`src/rtl/pin_entry_controller.sv`:
```
// PIN entry front end: latches the card account, collects four BCD digits, samples the
// authenticator verdicts and locks after MAX_TRIES failures. Define ENTRY_TIMEOUT_EN for the COLLECT idle timeout.
module pin_entry_controller #(
   parameter int unsigned MAX_TRIES      = 3,
   parameter int unsigned TIMEOUT_CYCLES = 255
) (
   input  logic        clk,
   input  logic        rst_n,
   input  logic        start,
   input  logic [3:0]  card_acc_num,
   input  logic        key_valid,
   input  logic [3:0]  key_digit,
   input  logic        key_clear,
   input  logic        key_cancel,
   input  logic        acc_found_stat,
   input  logic        acc_auth_stat,
   input  logic [3:0]  acc_index_in,
   output logic [3:0]  acc_num,
   output logic [15:0] pin,
   output logic        busy,
   output logic        done,
   output logic        granted,
   output logic [3:0]  acc_index,
   output logic        locked,
   output logic [1:0]  tries_left,
   output logic [1:0]  fail_code
);

   typedef enum logic [2:0] {StIdle, StCheck, StCollect, StVerify, StLocked} state_e;

   localparam logic [1:0] MaxTries = 2'(MAX_TRIES);

   if (MAX_TRIES < 1 || MAX_TRIES > 3 || TIMEOUT_CYCLES < 1 || TIMEOUT_CYCLES > 65535)
   begin : g_param_check
      $error("pin_entry_controller: parameter out of range");
   end

   state_e      state_q, state_d;
   logic [3:0]  acc_num_q, acc_num_d;
   logic [15:0] pin_q, pin_d;
   logic [1:0]  cnt_q, cnt_d;
   logic        done_q, done_d;
   logic        granted_q, granted_d;
   logic [3:0]  acc_index_q, acc_index_d;
   logic        locked_q, locked_d;
   logic [1:0]  tries_q, tries_d;
   logic [1:0]  fail_q, fail_d;
   logic        busy_q, busy_d;
`ifdef ENTRY_TIMEOUT_EN
   logic [15:0] tmo_q, tmo_d;
`endif

   // clear outranks a key in the same cycle
   logic key_ok;
   assign key_ok = key_valid && !key_clear && (key_digit <= 4'd9);

   always_comb begin
      state_d     = state_q;
      acc_num_d   = acc_num_q;
      pin_d       = pin_q;
      cnt_d       = cnt_q;
      done_d      = 1'b0;
      granted_d   = granted_q;
      acc_index_d = acc_index_q;
      locked_d    = locked_q;
      tries_d     = tries_q;
      fail_d      = fail_q;
`ifdef ENTRY_TIMEOUT_EN
      tmo_d       = tmo_q;
`endif
      unique case (state_q)
         StIdle: begin
            if (start) begin
               acc_num_d = card_acc_num;
               pin_d     = '0;
               cnt_d     = '0;
               granted_d = 1'b0;
               fail_d    = 2'd0;
               tries_d   = MaxTries;
               state_d   = StCheck;
            end
         end
         StCheck: begin
`ifdef ENTRY_TIMEOUT_EN
            tmo_d = '0;
`endif
            if (!acc_found_stat) begin
               fail_d  = 2'd1;
               done_d  = 1'b1;
               state_d = StIdle;
            end else begin
               state_d = StCollect;
            end
         end
         StCollect: begin
            if (key_cancel) begin
               fail_d  = 2'd3;
               done_d  = 1'b1;
               state_d = StIdle;
            end else begin
`ifdef ENTRY_TIMEOUT_EN
               tmo_d = tmo_q + 16'd1;
`endif
               if (key_clear) begin
                  pin_d = '0;
                  cnt_d = '0;
               end else if (key_ok) begin
                  pin_d = {pin_q[11:0], key_digit};
                  cnt_d = cnt_q + 2'd1;
`ifdef ENTRY_TIMEOUT_EN
                  tmo_d = '0;
`endif
                  if (cnt_q == 2'd3) state_d = StVerify;
               end
`ifdef ENTRY_TIMEOUT_EN
               if (!key_ok && (tmo_q + 16'd1 == 16'(TIMEOUT_CYCLES))) begin
                  fail_d  = 2'd3;
                  done_d  = 1'b1;
                  state_d = StIdle;
               end
`endif
            end
         end
         StVerify: begin
            if (acc_auth_stat) begin
               granted_d   = 1'b1;
               acc_index_d = acc_index_in;
               fail_d      = 2'd0;
               done_d      = 1'b1;
               state_d     = StIdle;
            end else begin
               tries_d = tries_q - 2'd1;
               if (tries_q == 2'd1) begin
                  locked_d = 1'b1;
                  fail_d   = 2'd2;
                  done_d   = 1'b1;
                  state_d  = StLocked;
               end else begin
                  pin_d   = '0;
                  cnt_d   = '0;
`ifdef ENTRY_TIMEOUT_EN
                  tmo_d   = '0;
`endif
                  state_d = StCollect;
               end
            end
         end
         StLocked: ;
         default: state_d = StIdle;
      endcase
      busy_d = (state_d == StCheck) || (state_d == StCollect) || (state_d == StVerify);
   end

   always_ff @(posedge clk) begin
      if (!rst_n) begin
         state_q     <= StIdle;
         acc_num_q   <= '0;
         pin_q       <= '0;
         cnt_q       <= '0;
         done_q      <= 1'b0;
         granted_q   <= 1'b0;
         acc_index_q <= '0;
         locked_q    <= 1'b0;
         tries_q     <= '0;
         fail_q      <= '0;
         busy_q      <= 1'b0;
`ifdef ENTRY_TIMEOUT_EN
         tmo_q       <= '0;
`endif
      end else begin
         state_q     <= state_d;
         acc_num_q   <= acc_num_d;
         pin_q       <= pin_d;
         cnt_q       <= cnt_d;
         done_q      <= done_d;
         granted_q   <= granted_d;
         acc_index_q <= acc_index_d;
         locked_q    <= locked_d;
         tries_q     <= tries_d;
         fail_q      <= fail_d;
         busy_q      <= busy_d;
`ifdef ENTRY_TIMEOUT_EN
         tmo_q       <= tmo_d;
`endif
      end
   end

   assign acc_num    = acc_num_q;
   assign pin        = pin_q;
   assign busy       = busy_q;
   assign done       = done_q;
   assign granted    = granted_q;
   assign acc_index  = acc_index_q;
   assign locked     = locked_q;
   assign tries_left = tries_q;
   assign fail_code  = fail_q;

endmodule

```
`config.mk`:
```
export PLATFORM = sky130hd
export DESIGN_NAME = pin_entry_controller
export DESIGN_NICKNAME = d
export VERILOG_FILES = /design/src/rtl/pin_entry_controller.sv
export SDC_FILE = /design/constraint.sdc
export NUM_CORES = 1
export LEC_CHECK = 0
export BUFFER_PORTS_ARGS = -buffer_cell sky130_fd_sc_hd__buf_2
export CAP_MARGIN = 20
export CORE_ASPECT_RATIO = 2
export CORE_MARGIN = 2
export CORE_UTILIZATION = 25
export CTS_CLUSTER_DIAMETER = 80
export DETAILED_ROUTE_END_ITERATION = 12
export HOLD_SLACK_MARGIN = 0.1
export PLACE_DENSITY = 0.57
export SYNTH_ARGS = -nofsm -noshare
export SYNTH_HDL_FRONTEND = slang
export SYNTH_SLANG_ARGS = --single-unit
```
`constraint.sdc`:
```
create_clock -name clk -period 2 [get_ports clk]
set_input_delay 0.4 -clock clk [delete_from_list [all_inputs] [get_ports clk]]
set_output_delay 0.4 -clock clk [all_outputs]
set_load 0.05 [all_outputs]
```
Word level (Yosys, flattened, before mapping)
Cells that the tools add are included.
Cells by class
  add/subtract/negate cells: 2
  mux-type cells: 39
  divide/modulo/power cells: 0
  $lt $le $gt $ge: 1
  shifts and indexed selects: 0
  $mul: 0
  eq/ne operators: 18
  bitwise logic cells: 1
  reductions and logical operators: 16
Operators by type and width (count)
  2-to-1 mux 16 bit: 6
  one-hot mux 16 bit (3 select lines): 1
  2-to-1 mux 2 bit: 13
  2-to-1 mux 3 bit: 7
  one-hot mux 3 bit (5 select lines): 1
  inequality test 2 bit (second input constant): 7
  equality test 3 x 2 -> 1 bit (second input constant): 4
  AND reduction 3 bit: 3
  one-hot mux 2 bit (4 select lines): 1
  equality test 3 x 1 -> 1 bit (second input constant): 2
  2-to-1 mux 1 bit: 6
  inequality test 3 bit (second input constant): 2
  one-hot mux 2 bit (3 select lines): 1
  AND reduction 6 bit: 1
  AND reduction 5 bit: 1
  <= comparator 4 bit (second input constant): 1
  one-hot mux 2 bit (2 select lines): 1
  AND reduction 2 bit: 2
  nonzero test 4 bit: 1
  equality test 3 bit (second input constant): 1
  zero test 3 bit: 1
  one-hot mux 1 bit (3 select lines): 1
  nonzero test 3 bit: 1
  adder 2 x 1 -> 2 bit (second input constant): 1
  9 further kinds: 11
Storage, ports and cells
  bits in read-only memories: 0
  RAM bits: 0
  output and inout port bits: 32
  flip-flop bits (word level): 37
  input port bits: 20
  bits in latches: 0
  memories kept: 0

Logic depth before layout (Yosys ltp)
Gate-level depths: netlist of the first run.
  depth after elaboration: 10
  gate-level depth with buffers: 6
  mapped depth without buffers: 6

Worst setup path before layout of the first run
No wires, ideal clock.
  path type: register -> register
  start point: register tries_q[0] (netlist: tries_left[0])
  end point: register fail_q[1] (netlist: fail_code[1])
  cell stages (with the launch flop): 6
  buffers on the path: 0
  required time: 1.934 ns
  setup slack: 0.149 ns
  data arrival time: 1.785 ns
  cells stage by stage: dfxtp_1 > ha_1 > nor2_1 > a2111o_1 > a211o_1 > a21oi_2
Between the ends
  cells in the longest elaborated chain, start to end: 3
Ends and longest elaborated chain
  start: declaration: line 46  | logic [1:0] tries_q, tries_d;
  start signal: assignment: line 179  | tries_q <= tries_d;
  equality test 2 x 1 -> 1 bit: line 133  | if (tries_q == 2'd1) begin
  inequality test 3 bit (no source line)
  AND reduction 5 bit (no source line)
  end signal: assignment: line 180  | fail_q <= fail_d;
  end: declaration: line 47  | logic [1:0] fail_q, fail_d;
No other way between the ends.
A chain may end at the register's enable or synchronous reset.

Worst setup path in the final report of the first run
  start point: register state_q[1]
  end point: register pin_q[6] (netlist: pin[6])
Between the ends
  cells in the longest elaborated chain, start to end: 3
  elaborated cells on any way between the ends: 11
Ends and longest elaborated chain
  start: declaration: line 38  | state_e state_q, state_d;
  start signal: assignment: line 156  | state_q <= StIdle;
  start signal: assignment: line 171  | state_q <= state_d;
  equality test 3 x 2 -> 1 bit / zero test 3 bit (equally long branches): line 71  | unique case (state_q)
  inequality test 3 bit (no source line), or another cell as far along
  AND reduction 6 bit (no source line)
  end signal: assignment: line 173  | pin_q <= pin_d;
  end: declaration: line 40  | logic [15:0] pin_q, pin_d;
Several ways; a longest one is shown, not always the timed one.

==> results of run 1 <==
power breakdown:
| group | internal (mW) | total (mW) | switching [mW] |
|---|---|---|---|
| clock network | 0.456 | 0.736 | 0.280 |
| registers | 0.754 | 0.768 | 0.0144 |
| logic | 0.0640 | 0.191 | 0.127 |
cells in the mapped netlist (2+ instances only):
| library cell | instances | area [µm²] |
|---|---|---|
| mux2i_1 | 9 | 90.1 |
| a21oi_2 | 3 | 26.3 |
| buf_6 | 6 | 67.6 |
| nand2_1 | 22 | 82.6 |
| nor2b_1 | 4 | 25.0 |
| dfxtp_1 | 37 | 741 |
| clkbuf_1 | 4 | 15.0 |
| ha_1 | 2 | 25.0 |
| nor4b_4 | 2 | 47.6 |
| o22ai_1 | 10 | 62.6 |
| a21oi_1 | 5 | 25.0 |
| inv_1 | 5 | 18.8 |
| nand3_1 | 3 | 15.0 |
| nand2b_1 | 3 | 18.8 |
| nor3_1 | 5 | 25.0 |
| o22ai_2 | 5 | 62.6 |
| o21ai_1 | 6 | 30.0 |
| nor2_1 | 17 | 63.8 |
routing by layer:
metal | vias to the layer above | track usage, % | wire length (µm)
met5 | - | 0 | 0
met4 | 0 | 4.89 | 71
li1 | 675 | - | -
met1 | 557 | 12.4 | 1430
met3 | 6 | 3.77 | 360
met2 | 51 | 16.7 | 1550
state kept, by name (all words and copies together), names as in the netlist:
signal / flops
state_q: 3
locked: 1
tries_left: 2
acc_index: 4
fail_code: 2
cnt_q: 2
granted: 1
acc_num: 4
done: 1
busy: 1
pin: 16
path summary, 6_finish.rpt:
| check | end | slack (ps) |
|---|---|---|
| worst max-delay path | pin[6] | 340 |
| worst min-delay path | pin[0] | 350 |
| worst max register to register | pin[6] | 340 |
| worst min register to register | cnt_q[1] | 450 |
critical path, stage by stage, from the launching register on:
cell,delay [ps]
dfxtp_1,600
and4bb_4,350
nand2b_1,100
a22oi_4,120
buf_4,260
o22ai_1,130
cell families after synthesis:
group / count (synthesis) / synth area share, %
and+or+nand+nor: 61 / 21.1
AOI/OAI and AO/OA: 37 / 18.0
DFF: 37 / 46.7
buffers and inverters: 15 / 6.39
muxes: 9 / 5.68
adders and majority gates: 2 / 1.58
xor gates and xnor gates: 1 / 0.553
final cells by class:
class                   instances  share of cell area (%)
well taps                      86                    5.29
clock buffers                   6                    6.34
inverters                       5                   0.923
clock inverters                 1                   0.431
flip-flops and latches         37                    36.4
repair buffers                 55                    14.0
multi-input cells             110                    36.6
through the flow:
stage	utilization (%)	power, mW	std cells	cell area, µm²	hold WS, ps
4_1_cts	32.8	1.73	300	2030	344
3_3_place_gp	30.5	0.973	293	1900	441
2_1_floorplan	-	0.927	162	1590	432
6_report	32.8	1.70	300	2030	351
5_1_grt	32.8	1.77	300	2030	371
3_5_place_dp	30.5	0.976	293	1900	446
==> results.json, run 1 <==
{
  "clk_latency_ps": 280,
  "antenna_found_initial": 0,
  "startpoint": "state_q[1]",
  "hp-class": "in -> reg",
  "relSlewSlack_pct": 54.6,
  "clock_sink_count": 37,
  "clock_path_buffers": 2,
  "htreeDepth": 2,
  "drt_iter0_drc": 58,
  "syn_avg_cell_area_um2": 9.79,
  "rows": 41,
  "synth_warnings": 0,
  "grt_max_degree": 25,
  "netlist_area_mm2": 0.00159,
  "clkTransAtPathRegs_ps": 50,
  "start_kind": "register",
  "die_h_um": 117,
  "end_kind": "register",
  "fmax_mhz": 602,
  "grt_pass1_wl_mm": 5.61,
  "cts_tree": "done",
  "syn_inst": 162,
  "outcome": "finished clean",
  "yosysSeqAreaShare_pct": 46.7,
  "vias_per_cell": 4.30,
  "multi_input_area_um2": 743,
  "grt.overflow.total": 0,
  "io_buffer_count": 51,
  "synthDistinctLibCells": 32,
  "wl_per_cell_um": 11.4,
  "skew_ps": 3.16,
  "rsz0062_at_grt": "no",
  "final-max-slew-violation-count": 0,
  "gp_congestion": 0.790,
  "cts_hold_buf": 0,
  "regArea_um2": 741,
  "nFillCells": 654,
  "hold_viol_final": 0,
  "post-cts-setup-buffers": 0,
  "num_antenna_cells": 0,
  "antenna_left": 0,
  "min_from": "key_digit[0]",
  "grt_usage_pct": 10.5,
  "finalSetupTns_ps": 0,
  "final_layout_size_suffix_gt1_share_pct": 35.0,
  "pre_cts_ws_ps": 347,
  "hold_depth": 3,
  "cts-resized-gates": 0,
  "vias": 1289,
  "die_area_mm2": 0.00703,
  "r2r-start": "state_q[1]",
  "worst_slew_pin_slew_ps": 677,
  "arrival_ps": 1820,
  "layout_min_cycle_time_ps": 1660,
  "setup_viol": 0,
  "fp.dieW_um": 60.3,
  "start_util_pct": 25.5,
  "nNetsFinal": 236,
  "synthesis.nets": 184,
  "dp_hpwl_mm": 2.52,
  "ys_seq_elements": 37,
  "required_ps": 2150,
  "crit_type": "reg -> reg",
  "reg2regPathDepth": 5,
  "ir_drop_mv": 0.344,
  "final_common_cell": "buf_2",
  "drt_wl_total_mm": 3.41,
  "drt_pass1_iterations": 4,
  "setup_slack_ps": 338,
  "cts_root_buf": "clkbuf_16",
  "drv_cap": 0,
  "synthFlopType": "dfxtp_1",
  "drc_errors": 0,
  "grt_pass1_vias": 1262,
  "synth-async-reset-ratio_pct": 0,
  "path_max_fanout": 18,
  "p_leak_nw": 0.892,
  "synth_edf_count": 0,
  "fp.coreArea_mm2": 0.00621,
  "layout_common_cells": "buf_2, dfxtp_1, nand2_1, nor2_1, o22ai_1",
  "pwr_density_cell_mw_per_mm2": 834,
  "io_pins": 52,
  "areaGrowthSynthToFinish_pct": 28.3,
  "cts-buffers-inserted": 5,
  "fin_crit_sh_pct": 83.1
}
No activity file was read; power rests on OpenSTA's default activity.
==> inputs of run 2 (changes only) <==
- PLACE_DENSITY: 0.57 -> 0.59
- clock period: 2 -> 1.35 ns (I/O delays scaled with it)
==> run 2 against run 1 <==
- power increased by 55%
- critical endpoint is now pin[15]
- final area increased by 19%
- combinational power up 100%
- the flow now finishes with violations (negative setup slack)
- maximum frequency is 15% higher
- cell count increased by 9.0%
- worst hold slack lost 130 ps
- clock-buffer cell count down 1
- via count up 13%
- clock skew increased by 1.6 ps
- die area did not move
- sequential share of layout area down 5.0 points
- setup slack worse by 430 ps
==> results.json, run 2 (synthesis gave the netlist of run 1 again) <==
{
  "outcome": "finished, violations left",
  "clock_sink_count": 37,
  "nNetsFinal": 262,
  "gp_congestion": 0.830,
  "timing.rr.end": "pin[15]",
  "drt_pass1_iterations": 4,
  "wl_per_cell_um": 12.7,
  "fin_hold_ws_ps": 224,
  "p_leak_nw": 1.08,
  "grt_usage_pct": 11.8,
  "rrSetupSlack_ps": -90,
  "slowest_delay_ps": 360,
  "end_kind": "register",
  "die_area_mm2": 0.00703,
  "power.share.combinational_pct": 14.6,
  "path_max_fanout": 7,
  "seq_power_share_pct": 43.0,
  "ir_drop_mv": 0.645,
  "largest_reg_flops": 16,
  "r2r-start": "state_q[0]",
  "worst_slew_pin_slew_ps": 275,
  "p_clk_share_pct": 42.4,
  "reg2regPathDepth": 5,
  "required_ps": 1550,
  "place_inst": 312,
  "grt_pass1_vias": 1431,
  "postLayoutCoreUtil_pct": 38.9,
  "fmax_mhz": 692,
  "worst-path-buf-inv": 2,
  "layout_common_cells": "buf_2, dfxtp_1, buf_4, nand2_1, nor2_1",
  "layout_min_cycle_time_ps": 1440,
  "die_h_um": 117,
  "swShare_pct": 25.8,
  "crit_type": "reg -> reg",
  "final_layout_size_suffix_gt1_share_pct": 51.5,
  "grt.overflow.total": 0,
  "start_util_pct": 25.5,
  "drt_iter0_drc": 78,
  "min_to": "acc_index[0]",
  "drt_wl_total_mm": 4.15,
  "drv_cap": 0,
  "io_buffer_count": 51,
  "final-max-slew-violation-count": 0,
  "setup_viol": 17,
  "start_kind": "register",
  "io_pins": 52,
  "switchingPower_mw": 0.677,
  "grt_pass1_wl_mm": 6.31,
  "cts_root_buf": "clkbuf_16",
  "failed_checks": "negative setup slack",
  "vias_per_cell": 4.47,
  "antenna_left": 0,
  "final_cells": 327,
  "p_total_mw": 2.62,
  "dp_hpwl_mm": 2.83,
  "vias": 1461,
  "drc_errors": 0,
  "cts_tree": "done",
  "htreeDepth": 2,
  "rsz0062_at_grt": "yes",
  "crit_chain": "buf_6 -> nor4b_4 -> nand4_2 -> bufbuf_16 -> o22ai_1",
  "rows": 41,
  "hold_depth": 3,
  "fp.coreArea_mm2": 0.00621,
  "intPower_mw": 1.95,
  "min_from": "acc_index_in[0]",
  "relSlewSlack_pct": 81.6,
  "hold_viol_final": 0,
  "fin_crit_sh_pct": 107,
  "setup_slack_ps": -94.6,
  "clock_path_buffers": 2,
  "path_delay_family": "simple AND/OR/NAND/NOR gates",
  "grt_max_degree": 25,
  "finalSetupTns_ps": -1030,
  "skew_ps": 4.74,
  "pwr_density_cell_mw_per_mm2": 1090,
  "clkTransAtPathRegs_ps": 60,
  "final_common_cell": "buf_2",
  "arrival_ps": 1650,
  "cts-buffers-inserted": 5,
  "cp_slowest_cell": "dfxtp_4",
  "fp.dieW_um": 60.3,
  "num_antenna_cells": 0,
  "cts_hold_buf": 0,
  "clk_latency_ps": 280,
  "antenna_found_initial": 0,
  "areaGrowthSynthToFinish_pct": 52.5,
  "hp-class": "in -> reg"
}
run 2: cell count changes in the layout (fill, tap and decap cells not counted), moves of 3 or more:
cell     before  now
dfxtp_1      37   32
o22ai_1      10    3
buf_4         4   24
o22ai_2       5   11
dfxtp_4       0    5
buf_6         0    3
run 2: final cells by class:
type | instances | area, µm²
fillers | 618 | 3790
multi-input cells | 110 | 845
flip-flops and latches | 37 | 759
repair buffers | 81 | 542
clock buffers | 5 | 125
well taps | 86 | 108
inverters | 5 | 21.3
clock inverters | 3 | 17.5
run 2: power groups by stage:
stage                     Combinational [mW]  Clock (mW)  Sequential (mW)
after floorplan                        0.151           0             1.23
after CTS                              0.363        1.14             1.13
after global routing                   0.410        1.19             1.13
final                                  0.383        1.11             1.13
after global placement                 0.342           0             1.15
after detailed placement               0.346           0             1.15
run 2: stage by stage:
stage / area [µm²] / setup slack [ps]
3_5_place_dp: 2080 / -81.0
3_3_place_gp: 2080 / -33.8
6_report: 2420 / -94.6
4_1_cts: 2340 / -83.0
5_1_grt: 2420 / -167
2_1_floorplan: 1610 / -113
run 2: what timing repair did:
action,in CTS,in global routing
buffers inserted,3,3
gates cloned,1,0
pin swaps,4,7
endpoints found under the setup margin,26,26
resized for setup,14,12
run 2: worst max-delay path by stage:
stage | startpoint | slack (ps) | end | cells past startpoint
2_1_floorplan | tries_left[1] | -110 | fail_code[1] | 6
4_1_cts | tries_left[1] | -80 | fail_code[1] | 6
3_3_place_gp | tries_left[1] | -30 | fail_code[1] | 6
5_1_grt | state_q[0] | -170 | pin[15] | 5
6_report | state_q[0] | -90 | pin[15] | 5
3_5_place_dp | state_q[0] | -80 | pin[11] | 5
run 2: metal layers:
| layer | wire [µm] | track usage (%) | part of all wire, % |
|---|---|---|---|
| met5 | 0 | 0 | 0 |
| met4 | 74 | 5.33 | 1.8 |
| met3 | 259 | 3.54 | 6.2 |
| met2 | 2090 | 19.1 | 50 |
| met1 | 1720 | 14.1 | 41 |
run 2: worst register-to-register path, stage by stage, from the launching register on:
cell	delay, ps
dfxtp_4	360
buf_6	120
nor4b_4	270
nand4_2	200
bufbuf_16	320
o22ai_1	110
==> inputs of run 3 (changes only) <==
- SKIP_CTS_REPAIR_TIMING: default -> 1
==> run 3 against run 2 <==
- clock-buffer cell count unchanged
- setup slack gained 6.3 ps
- first-iteration DRC count down 49%
- wire length is 3.7% lower
- combinational power is 4% lower
- utilization down 0.93 points
- the run still ends with negative setup slack left
- critical path depth up 1
- via count down 1.9%
- largest cell class unchanged
- sequential share of layout area up 0.66 points
- power fell by 0.70%
- register-to-register slack hardly changed
- clock power barely moved
==> results.json, run 3 (synthesis gave the netlist of run 1 again) <==
{
  "relSlewSlack_pct": 84.5,
  "pwr_density_cell_mw_per_mm2": 1100,
  "vias": 1433,
  "setup_slack_ps": -88.3,
  "failed_checks": "negative setup slack",
  "crit_chain": "buf_6 -> nor4b_4 -> buf_4 -> nand4_4 -> buf_12 -> o22ai_2",
  "fmax_mhz": 695,
  "vias_per_cell": 4.44,
  "grt_usage_pct": 11.3,
  "grt_max_degree": 25,
  "grt.overflow.total": 0,
  "fp.dieW_um": 60.3,
  "hold_viol_final": 0,
  "setup_viol": 21,
  "hp-class": "in -> reg",
  "final_common_cell": "buf_2",
  "layout_min_cycle_time_ps": 1440,
  "crit_type": "reg -> reg",
  "path_max_fanout": 8,
  "rsz0062_at_grt": "yes",
  "io_buffer_count": 51,
  "final_cell_area_mm2": 0.00236,
  "outcome": "finished, violations left",
  "skew_ps": 3.92,
  "worst_slew_pin_slew_ps": 226,
  "gp_congestion": 0.830,
  "largest_reg_flops": 16,
  "ir_drop_mv": 0.644,
  "p_leak_nw": 1.04,
  "cts_root_buf": "clkbuf_16",
  "slowest_delay_ps": 360,
  "finalSetupTns_ps": -1080,
  "arrival_ps": 1640,
  "end_kind": "register",
  "start_kind": "register",
  "fp.coreArea_mm2": 0.00621,
  "start_util_pct": 25.5,
  "clock_sink_count": 37,
  "cp_slowest_cell": "dfxtp_4",
  "nNetsFinal": 258,
  "areaGrowthSynthToFinish_pct": 48.9,
  "p_total_mw": 2.61,
  "final-max-slew-violation-count": 0,
  "drt_pass1_iterations": 4,
  "clk_latency_ps": 280,
  "clock_path_buffers": 2,
  "grt_pass1_wl_mm": 6.01,
  "htreeDepth": 2,
  "io_pins": 52,
  "cts-buffers-inserted": 5,
  "num_antenna_cells": 0,
  "drt_wl_total_mm": 4.00,
  "rows": 41,
  "required_ps": 1550,
  "clkTransAtPathRegs_ps": 60,
  "fin_crit_sh_pct": 107,
  "drv_cap": 0,
  "layout_common_cells": "buf_2, dfxtp_1, nand2_1, buf_4, nor2_1",
  "antenna_found_initial": 0,
  "wl_per_cell_um": 12.4,
  "drc_errors": 0,
  "postLayoutCoreUtil_pct": 38.0,
  "final_layout_size_suffix_gt1_share_pct": 48.9,
  "placed_area_mm2": 0.00208,
  "die_h_um": 117,
  "drt_iter0_drc": 40,
  "die_area_mm2": 0.00703,
  "antenna_left": 0,
  "grt_pass1_vias": 1387,
  "cts_tree": "done",
  "dp_hpwl_mm": 2.83
}
[run 3: cell type report]
cell class	instances	area, µm²
inverter	5	21.3
multi-input combinational	110	831
clock buffer	5	125
clock inverter	3	17.5
sequential	37	757
fill	626	3850
timing repair buffer	77	500
tap	86	108
[run 3: worst paths after layout]
path                                     end  slack, ps       startpoint  cells after the start
worst max-delay path                 pin[11]        -90       state_q[0]                      6
worst min-delay path            acc_index[0]        230  acc_index_in[0]                      3
worst max register to register       pin[11]        -90       state_q[0]                      6
worst min register to register      cnt_q[1]        460         cnt_q[1]                      2
[run 3: per-stage QoR]
step                worst slack, ps  cells  hold WS, ps
finish                        -88.3    323          225
global route                   -139    323          234
CTS                           -84.0    320          222
detailed placement            -81.0    312          453
global placement              -33.8    312          441
floorplan                      -113    162          407
[run 3: per-layer routing]
metal | wire length (µm) | vias up | GRT usage, %
met2 | 1960 | 53 | 18.2
li1 | - | 716 | -
met5 | 0 | - | 0
met3 | 262 | 6 | 3.54
met4 | 74 | 0 | 5.33
met1 | 1700 | 658 | 13.4
[run 3: critical path, delay by kind of cell (launching register included)]
family                 cells  cell delay, ps
AO/OA/AOI/OAI              1             150
buffers and inverters      3             480
AND/OR/NAND/NOR            2             390
flip-flops                 1             360
[run 3: where the power goes]
group | switching [mW] | leakage, nW | internal, mW | total, mW
Combinational | 0.218 | 0.665 | 0.150 | 0.368
Sequential | 0.0166 | 0.303 | 1.11 | 1.13
Clock | 0.432 | 0.0696 | 0.675 | 1.11
